`config.mk`:
```
export PLATFORM = sky130hd
export DESIGN_NAME = pipeline_share_arbiter
export DESIGN_NICKNAME = d
export VERILOG_FILES = /design/src/rtl/pipeline_share_arbiter.sv
export SDC_FILE = /design/constraint.sdc
export NUM_CORES = 1
export LEC_CHECK = 0
export ABC_AREA = 1
export BUFFER_PORTS_ARGS = -buffer_cell sky130_fd_sc_hd__buf_2
export CAP_MARGIN = 20
export CORE_MARGIN = 4
export CORE_UTILIZATION = 49
export DETAILED_ROUTE_END_ITERATION = 7
export MAX_ROUTING_LAYER = met4
export PLACE_DENSITY_LB_ADDON = 0.3
export SLEW_MARGIN = 20
export SYNTH_ARGS = -nofsm -noshare
export SYNTH_HDL_FRONTEND = slang
export SYNTH_SLANG_ARGS = --single-unit
export TNS_END_PERCENT = 50
```
`constraint.sdc`:
```
create_clock -name clock -period 3.3 [get_ports clock]
set_input_delay 0.165 -clock clock [delete_from_list [all_inputs] [get_ports clock]]
set_output_delay 0.165 -clock clock [all_outputs]
set_load 0.005 [all_outputs]
```
`src/rtl/pipeline_share_arbiter.sv`:
```
// Round-robin arbiter sharing one fixed-latency, non-stallable pipeline between NREQ clients.
// A tag shift register follows each issued item so its result is routed back one-hot.
module pipeline_share_arbiter #(
  parameter int NREQ     = 4,
  parameter int WIDTH    = 4,
  parameter int PIPE_LAT = 3
) (
  input  logic                  clock,
  input  logic                  reset,
  input  logic [NREQ-1:0]       req_valid,
  input  logic [NREQ*WIDTH-1:0] req_data,
  output logic [NREQ-1:0]       req_ready,
  input  logic                  hold,
  output logic [WIDTH-1:0]      pipe_in,
  input  logic [WIDTH-1:0]      pipe_out,
  output logic [NREQ-1:0]       rsp_valid,
  output logic [WIDTH-1:0]      rsp_data,
  output logic                  busy
);

  localparam int IDW = $clog2(NREQ);

  logic [IDW-1:0]   rr_ptr_r;
  logic [WIDTH-1:0] pipe_in_r;
  logic [PIPE_LAT:0] tag_valid_r;
  logic [IDW-1:0]   tag_id_r [PIPE_LAT+1];
  logic             grant_s;
  logic [IDW-1:0]   grant_id_s;
  logic [IDW-1:0]   idx_s;

  // Modulo-NREQ increment that also works when NREQ is not a power of two.
  function automatic logic [IDW-1:0] next_id(input logic [IDW-1:0] id);
    if (id == IDW'(NREQ-1)) begin
      next_id = {IDW{1'b0}};
    end else begin
      next_id = id + IDW'(1);
    end
  endfunction

  // Round-robin search starting at rr_ptr; hold suppresses every grant.
  always_comb begin
    grant_s    = 1'b0;
    grant_id_s = rr_ptr_r;
    idx_s      = rr_ptr_r;
    for (int j = 0; j < NREQ; j++) begin
      if (!grant_s && !hold && req_valid[idx_s]) begin
        grant_s    = 1'b1;
        grant_id_s = idx_s;
      end else begin
        grant_s    = grant_s;
      end
      idx_s = next_id(idx_s);
    end
  end

  // One-hot grant, forced off while reset is asserted.
  always_comb begin
    req_ready = {NREQ{1'b0}};
    if (grant_s && !reset) begin
      req_ready[grant_id_s] = 1'b1;
    end else begin
      req_ready = {NREQ{1'b0}};
    end
  end

  // Issue register, round-robin pointer and the tag shift register.
  always_ff @(posedge clock or posedge reset) begin
    if (reset) begin
      rr_ptr_r    <= {IDW{1'b0}};
      pipe_in_r   <= {WIDTH{1'b0}};
      tag_valid_r <= {(PIPE_LAT+1){1'b0}};
      for (int i = 0; i <= PIPE_LAT; i++) begin
        tag_id_r[i] <= {IDW{1'b0}};
      end
    end else begin
      tag_valid_r <= {tag_valid_r[PIPE_LAT-1:0], grant_s};
      tag_id_r[0] <= grant_id_s;
      for (int i = 1; i <= PIPE_LAT; i++) begin
        tag_id_r[i] <= tag_id_r[i-1];
      end
      if (grant_s) begin
        pipe_in_r <= req_data[int'(grant_id_s)*WIDTH +: WIDTH];
        rr_ptr_r  <= next_id(grant_id_s);
      end else begin
        pipe_in_r <= {WIDTH{1'b0}};
        rr_ptr_r  <= rr_ptr_r;
      end
    end
  end

  // Route the returning result to the requester named by the last tag stage.
  always_comb begin
    rsp_valid = {NREQ{1'b0}};
    if (tag_valid_r[PIPE_LAT]) begin
      rsp_valid[tag_id_r[PIPE_LAT]] = 1'b1;
    end else begin
      rsp_valid = {NREQ{1'b0}};
    end
  end

  assign pipe_in  = pipe_in_r;
  assign rsp_data = pipe_out;
  assign busy     = |tag_valid_r;

endmodule

```
==> results.sh, run 1 <==
export IMPL_outcome="finished clean"
export IMPL_netlist_instances=162
export IMPL_period_minus_slack_ns=2.94
export IMPL_firstDrtPassIters=4
export IMPL_skew_ns=0.00112
export IMPL_maxSlewHeadroom_pct=55.4
export IMPL_htreeDepth=1
export IMPL_crit_reg2reg_launch="rr_ptr_r[0]"
export IMPL_routabilityCongestion=0.830
export IMPL_pin_count=44
export IMPL_setup_viol=0
export IMPL_ys_ff_latch=18
export IMPL_routedWlPerCell_um=11.4
export IMPL_timing_fmax_mhz=340
export IMPL_rsz0062_at_grt="false"
export IMPL_diodes=0
export IMPL_final_setup_tns_ns=0
export IMPL_drive_gt1_share_pct=29.4
export IMPL_cts_setup_buffers=0
export IMPL_worst_pin_slew_ns=0.669
export IMPL_grt_pass1_wl_um=4540
export IMPL_io_buffers=35
export IMPL_post_route_period_util_pct=89.2
export IMPL_dieWidth_um=57.8
export IMPL_numClockSinks=18
export IMPL_cts_buffer_depth=2
export IMPL_slew_violations=0
export IMPL_drt_wl_total_um=2560
export IMPL_hpwl_um=2030
export IMPL_clk_latency_ns=0.28
export IMPL_clkTransAtPathRegs_ns=0.10
export IMPL_min_delay_start="hold"
export IMPL_grt_max_degree=20
export IMPL_startpoint_type="register"
export IMPL_syn_area_um2=1220
export IMPL_maxCapViolCount=0
export IMPL_drc=0
export IMPL_syn_to_final_growth_pct=18.1
export IMPL_postSynthNetCount=194
export IMPL_synth_cell_types=22
export IMPL_p_leak_nw=0.848
export IMPL_cts_root_buf="clkbuf_4"
export IMPL_viasPerCell=4.96
export IMPL_critPathMaxFanout=13
export IMPL_ir_drop_uv=734
export IMPL_nNetsFinal=230
export IMPL_numCtsBuffers=3
export IMPL_worstPathArrival_ns=2.78
export IMPL_timing_critical_path_required_ns=3.13
export IMPL_row_count=17
export IMPL_fp_coreArea_um2=2300
export IMPL_drt_iter0_drc=48
export IMPL_cp_end_kind="output pin"
export IMPL_hold_viol=0
export IMPL_ant_nets=0
export IMPL_power_density_nw_per_um2=1140
export IMPL_cp_startpoint="rr_ptr_r[0]"
export IMPL_overflow=0
export IMPL_synth_sequential_area_ratio_pct=37.0
export IMPL_post_place_ws_ns=0.609
export IMPL_start_util_pct=52.9
export IMPL_gr_usage_all_layers_pct=17.3
export IMPL_cts_tree="done"
export IMPL_post_synth_cell_area_avg_um2=7.51
export IMPL_synth_warnings=0
export IMPL_criticalPathCategory="reg -> out"
export IMPL_die_area_um2=3340
export IMPL_dieHeight_um=57.8
export IMPL_num_vias=1115
export IMPL_finalWorstSetupSlack_ns=0.356
export IMPL_grt_pass1_vias=1040
export IMPL_grt_antenna_before_repair=0
export IMPL_hp_class="in -> reg"
export IMPL_ff2ff_setup_slack_ns=0.76
[logic make-up (layout without fill, tap and decap cells)]
family | count (synthesis) | after routing | synth area share (%)
and+or+nand+nor | 92 | 92 | 40.2
buffers and inverters | 38 | 73 | 13.6
DFF | 18 | 18 | 37.0
AOI/OAI and AO/OA | 9 | 9 | 4.01
adders and majority gates | 5 | 5 | 5.14
[where the power goes]
| part | switching (mW) | internal, mW |
|---|---|---|
| Clock | 0.0649 | 0.0671 |
| Sequential | 0.0582 | 0.330 |
| Combinational | 0.722 | 0.389 |
| Total | 0.845 | 0.787 |
[metal layers]
| layer | GRT usage, % | vias to the layer above | routed length, um |
|---|---|---|---|
| met5 | - | - | 0 |
| met3 | 2.45 | 2 | 168 |
| met1 | 23.1 | 498 | 1160 |
| met4 | 5.96 | 0 | 23 |
| li1 | - | 567 | - |
| met2 | 26.8 | 48 | 1210 |
[flip-flops by register name, summed over array words and instances, names as in the netlist]
register	count
rr_ptr_r	2
pipe_in	4
tag_id_r	8
tag_valid_r	4
[per-stage QoR]
stage	cells	util [%]	instance area, um^2	total power, mW	hold WS (ns)
after floorplan	162	-	1220	1.27	0.112
after global placement	220	60.3	1390	1.45	0.285
after detailed placement	220	60.3	1390	1.49	0.310
after CTS	225	62.3	1430	1.63	0.186
after global routing	225	62.5	1440	1.81	0.201
final	225	62.5	1440	1.63	0.200
[path summary, 6_finish.rpt]
kind / depth (start not counted) / endpoint
min in group asynchronous: 3 / rr_ptr_r[0]
max in group asynchronous: 3 / tag_id_r[1]
worst max-delay path: 14 / req_ready[0]
worst min register to register: 0 / tag_id_r[5]
worst min-delay path: 2 / tag_valid_r[0]
worst max register to register: 13 / rr_ptr_r[1]
[cells in the final DEF (no fill, tap or decap)]
cell type / instances
nor3_1: 4
clkbuf_8: 1
and2_1: 1
o21ai_1: 2
nor2_4: 1
nand3_1: 21
inv_2: 1
a21oi_2: 1
nand3b_1: 4
dlygate4sd3_1: 1
nor2_8: 1
a21oi_1: 5
ha_1: 5
nand2_4: 4
nor2_1: 8
nand2_1: 36
o21ai_0: 1
clkbuf_4: 3
buf_2: 35
inv_1: 32
nand3_2: 4
dfrtp_1: 18
nand2_2: 7
or4_1: 1
[area by class of cell]
cell class,instances,area (um^2)
sequential,18,450
multi-input combinational,106,606
fill,223,861
clock buffer,4,36.3
tap,28,35.0
timing repair buffer,36,185
inverter,33,124
[synthesized netlist by cell type]
library cell | n | area (um^2)
or4_1 | 1 | 7.51
and2_1 | 1 | 6.26
nand2_1 | 36 | 135
nand3b_1 | 4 | 30.0
nor2_1 | 8 | 30.0
ha_1 | 5 | 62.6
nor3_1 | 4 | 20.0
o21ai_1 | 2 | 10.0
inv_2 | 1 | 3.75
nand3_1 | 21 | 105
dfrtp_1 | 18 | 450
inv_1 | 32 | 120
buf_4 | 4 | 30.0
a21oi_1 | 5 | 25.0
buf_6 | 1 | 11.3
nor2_8 | 1 | 20.0
nand2_4 | 3 | 33.8
a21oi_2 | 1 | 8.76
nor2_4 | 1 | 11.3
nand2_2 | 8 | 50.1
nand3_2 | 4 | 40.0
o21ai_0 | 1 | 5.00
[what timing repair did]
item                                    in CTS  in global routing
hold buffers                                 1                  0
resized for setup                            0                  1
endpoints found under the setup margin       0                  3
endpoints found under the hold margin       18                  0
[critical path, stage by stage (launching register included)]
cell	delay (ns)
dfrtp_1	0.48
ha_1	0.46
inv_1	0.14
nand3_1	0.12
nand2_1	0.05
nor2_1	0.15
nand2_2	0.09
nand2_1	0.08
nand3_2	0.18
nand2_4	0.22
inv_1	0.08
ha_1	0.21
inv_1	0.05
nor2_1	0.04
buf_2	0.12
Note: power is estimated with default switching activity, not from simulation.
==> inputs of run 2 (changes only) <==
--- a/config.mk
+++ b/config.mk
@@ -5,7 +5,6 @@
 export SDC_FILE = /design/constraint.sdc
 export NUM_CORES = 1
 export LEC_CHECK = 0
-export ABC_AREA = 1
 export BUFFER_PORTS_ARGS = -buffer_cell sky130_fd_sc_hd__buf_2
 export CAP_MARGIN = 20
 export CORE_MARGIN = 4
==> results.sh, run 2 <==
export IMPL_startpoint_type="register"
export IMPL_pin_count=44
export IMPL_post_synth_cell_area_avg_um2=10.1
export IMPL_ys_ff_latch=18
export IMPL_cts_buffer_depth=2
export IMPL_power_frac_comb_pct=64.2
export IMPL_num_vias=1042
export IMPL_overflow=0
export IMPL_maxSlewHeadroom_pct=57.2
export IMPL_timing_fmax_mhz=328
export IMPL_fp_coreArea_um2=2300
export IMPL_ir_drop_uv=637
export IMPL_grt_pass1_wl_um=4300
export IMPL_worstPathArrival_ns=2.89
export IMPL_crit_family="simple AND/OR/NAND/NOR gates"
export IMPL_outcome="finished, violations left"
export IMPL_critPathMaxFanout=8
export IMPL_worst_pin_slew_ns=0.642
export IMPL_synthXorXnorAreaFrac_pct=0.714
export IMPL_diodes=0
export IMPL_synth_area_leaders="dfrtp_1 (37%), mux2i_1 (6.5%), ha_1 (5.1%), a211oi_2 (4.1%), buf_4 (3.7%)"
export IMPL_power_frac_clock_pct=9.3
export IMPL_synth_sequential_area_ratio_pct=36.7
export IMPL_setup_viol=0
export IMPL_n_fill_cell=197
export IMPL_synth_top_area_cell="dfrtp_1"
export IMPL_switching_power_mw=0.594
export IMPL_syn_to_final_growth_pct=16.1
export IMPL_slew_violations=0
export IMPL_synth_warnings=0
export IMPL_numCtsBuffers=3
export IMPL_hold_viol=8
export IMPL_nNetsFinal=183
export IMPL_dieWidth_um=58.1
export IMPL_violations="hold timing"
export IMPL_start_util_pct=53.4
export IMPL_mostFrequentLayoutCell="buf_2"
export IMPL_firstDrtPassIters=4
export IMPL_clk_latency_ns=0.28
export IMPL_htreeDepth=1
export IMPL_synth_common_cells="dfrtp_1 (18), mux2i_1 (8), inv_1 (7)"
export IMPL_netlist_instances=121
export IMPL_ant_nets=0
export IMPL_skew_ns=0.00859
export IMPL_critPathBufInv=2
export IMPL_criticalPathCategory="reg -> out"
export IMPL_synth_compound_area_share_pct=22.9
export IMPL_hp_class="in -> async"
export IMPL_regMostFlops="tag_id_r"
export IMPL_p_total_mw=1.39
export IMPL_grt_pass1_vias=980
export IMPL_hold_slack_ns=-0.0108
export IMPL_numClockSinks=18
export IMPL_routabilityCongestion=0.823
export IMPL_viasPerCell=5.85
export IMPL_synth_cell_types=39
export IMPL_synth_edff_count=0
export IMPL_synth_most_common_cell="dfrtp_1"
export IMPL_syn_area_um2=1230
export IMPL_grt_antenna_before_repair=0
export IMPL_routedWlPerCell_um=15.1
export IMPL_drt_wl_total_um=2680
export IMPL_place_area_um2=1370
export IMPL_p_leak_nw=0.675
export IMPL_timing_critical_path_required_ns=3.13
export IMPL_yosysTopAreaCellShare_pct=36.7
export IMPL_cts_tree="done"
export IMPL_hpwl_um=2030
export IMPL_yosys_area_share_adder_pct=5.10
export IMPL_sw_frac_of_total_pct=42.6
export IMPL_synth_area_mux_share_pct=9.28
export IMPL_synth_top_flop_cell="dfrtp_1"
export IMPL_slowest_stage="or4b_1"
export IMPL_io_buffers=35
export IMPL_drc=0
export IMPL_gr_usage_all_layers_pct=16.7
export IMPL_crit_chain="ha_4 -> or4b_1 -> o21ai_0 -> a21oi_1 -> a222oi_1 -> and2_4 -> inv_1 -> ha_1 -> nor3b_1 -> buf_2"
export IMPL_row_count=17
export IMPL_die_area_um2=3370
export IMPL_power_density_nw_per_um2=978
export IMPL_clkTransAtPathRegs_ns=0.10
export IMPL_async_reset_ff_share_pct=100
export IMPL_drt_iter0_drc=29
export IMPL_p_seq_share_pct=26.5
export IMPL_dieHeight_um=58.1
export IMPL_maxCapViolCount=0
export IMPL_cpPeakStageDelay_ns=0.51
export IMPL_postSynthNetCount=153
export IMPL_largest_reg_flops=8
export IMPL_synth_top_family_by_area="compound AO/OA/AOI/OAI gates"
export IMPL_hold_buffers=0
export IMPL_cp_end_kind="output pin"
export IMPL_mostFrequentLayoutCells="buf_2 (35), dfrtp_1 (18), mux2i_1 (8)"
export IMPL_synthSimpleGateAreaFrac_pct=15.7
export IMPL_post_route_period_util_pct=92.5
export IMPL_final_cell_area_um2=1430
export IMPL_grt_max_degree=19
export IMPL_internal_power_mw=0.800
export IMPL_cts_root_buf="clkbuf_4"
export IMPL_period_minus_slack_ns=3.05
export IMPL_drive_gt1_share_pct=36.0
run 2: cell count changes after synthesis, moves of 6 or more:
cell / before / now
nand3_1: 21 / 0
inv_1: 32 / 7
nor3b_1: 0 / 6
mux2i_1: 0 / 8
nand2_2: 8 / 0
nand2_1: 36 / 6
run 2: path summary, 6_finish.rpt:
kind                                        to          from  slack [ns]  cells past startpoint
worst max register to register     rr_ptr_r[1]   rr_ptr_r[1]        0.63                      8
min in group clock                  pipe_in[2]  req_data[14]        0.25                      3
worst min register to register     tag_id_r[2]   tag_id_r[4]        0.35                      0
worst max-delay path              req_ready[0]   rr_ptr_r[1]        0.25                     10
worst min-delay path                pipe_in[2]         reset       -0.01                      2
max in group asynchronous       tag_valid_r[1]         reset        2.89                      2
run 2: power groups by stage:
stage	Clock [mW]	Combinational (mW)	Sequential, mW
floorplan	0	0.682	0.360
global placement	0	0.812	0.363
detailed placement	0	0.840	0.369
CTS	0.134	0.854	0.365
global route	0.144	0.994	0.381
finish	0.129	0.896	0.369
run 2: cells by family after synthesis:
logic type | after synthesis
simple gates | 32
buf+inv | 20
compound gates | 34
mux | 11
xor+xnor | 1
fa+ha+maj | 5
flops | 18
run 2: area by class of cell:
type / instances / area (um^2) / share of cell area [%]
Clock buffer: 4 / 36.3 / 2.55
Sequential cell: 18 / 450 / 31.6
Tap cell: 28 / 35.0 / 2.46
Timing Repair Buffer: 38 / 198 / 13.9
Multi-Input combinational cell: 83 / 679 / 47.7
Inverter: 7 / 26.3 / 1.84
run 2: through the flow:
stage,worst slack [ns],hold WS [ns],setup TNS (ns),utilization (%),std cells
2_1_floorplan,0.600,0.104,0,-,121
3_3_place_gp,0.400,0.309,0,59.6,174
3_5_place_dp,0.330,0.328,0,59.6,174
4_1_cts,0.0707,0.00984,0,61.3,178
5_1_grt,-0.0111,0.0479,-0.0111,62.0,178
6_report,0.247,-0.0108,0,62.0,178
run 2: repair_timing:
action | in CTS | in global routing
resized for setup | 1 | 4
cloned | 0 | 0
endpoints found under the setup margin | 2 | 4
setup buffers | 0 | 0
run 2: per-layer routing:
| layer | part of all wire (%) | global-route usage, % | up-vias | wire length (um) |
|---|---|---|---|---|
| met2 | 48 | 26.5 | 32 | 1280 |
| met5 | 0 | - | - | 0 |
| met4 | 0.71 | 4.97 | 0 | 19 |
| li1 | - | - | 505 | - |
| met1 | 46 | 21.6 | 503 | 1220 |
| met3 | 6.1 | 3.12 | 2 | 165 |
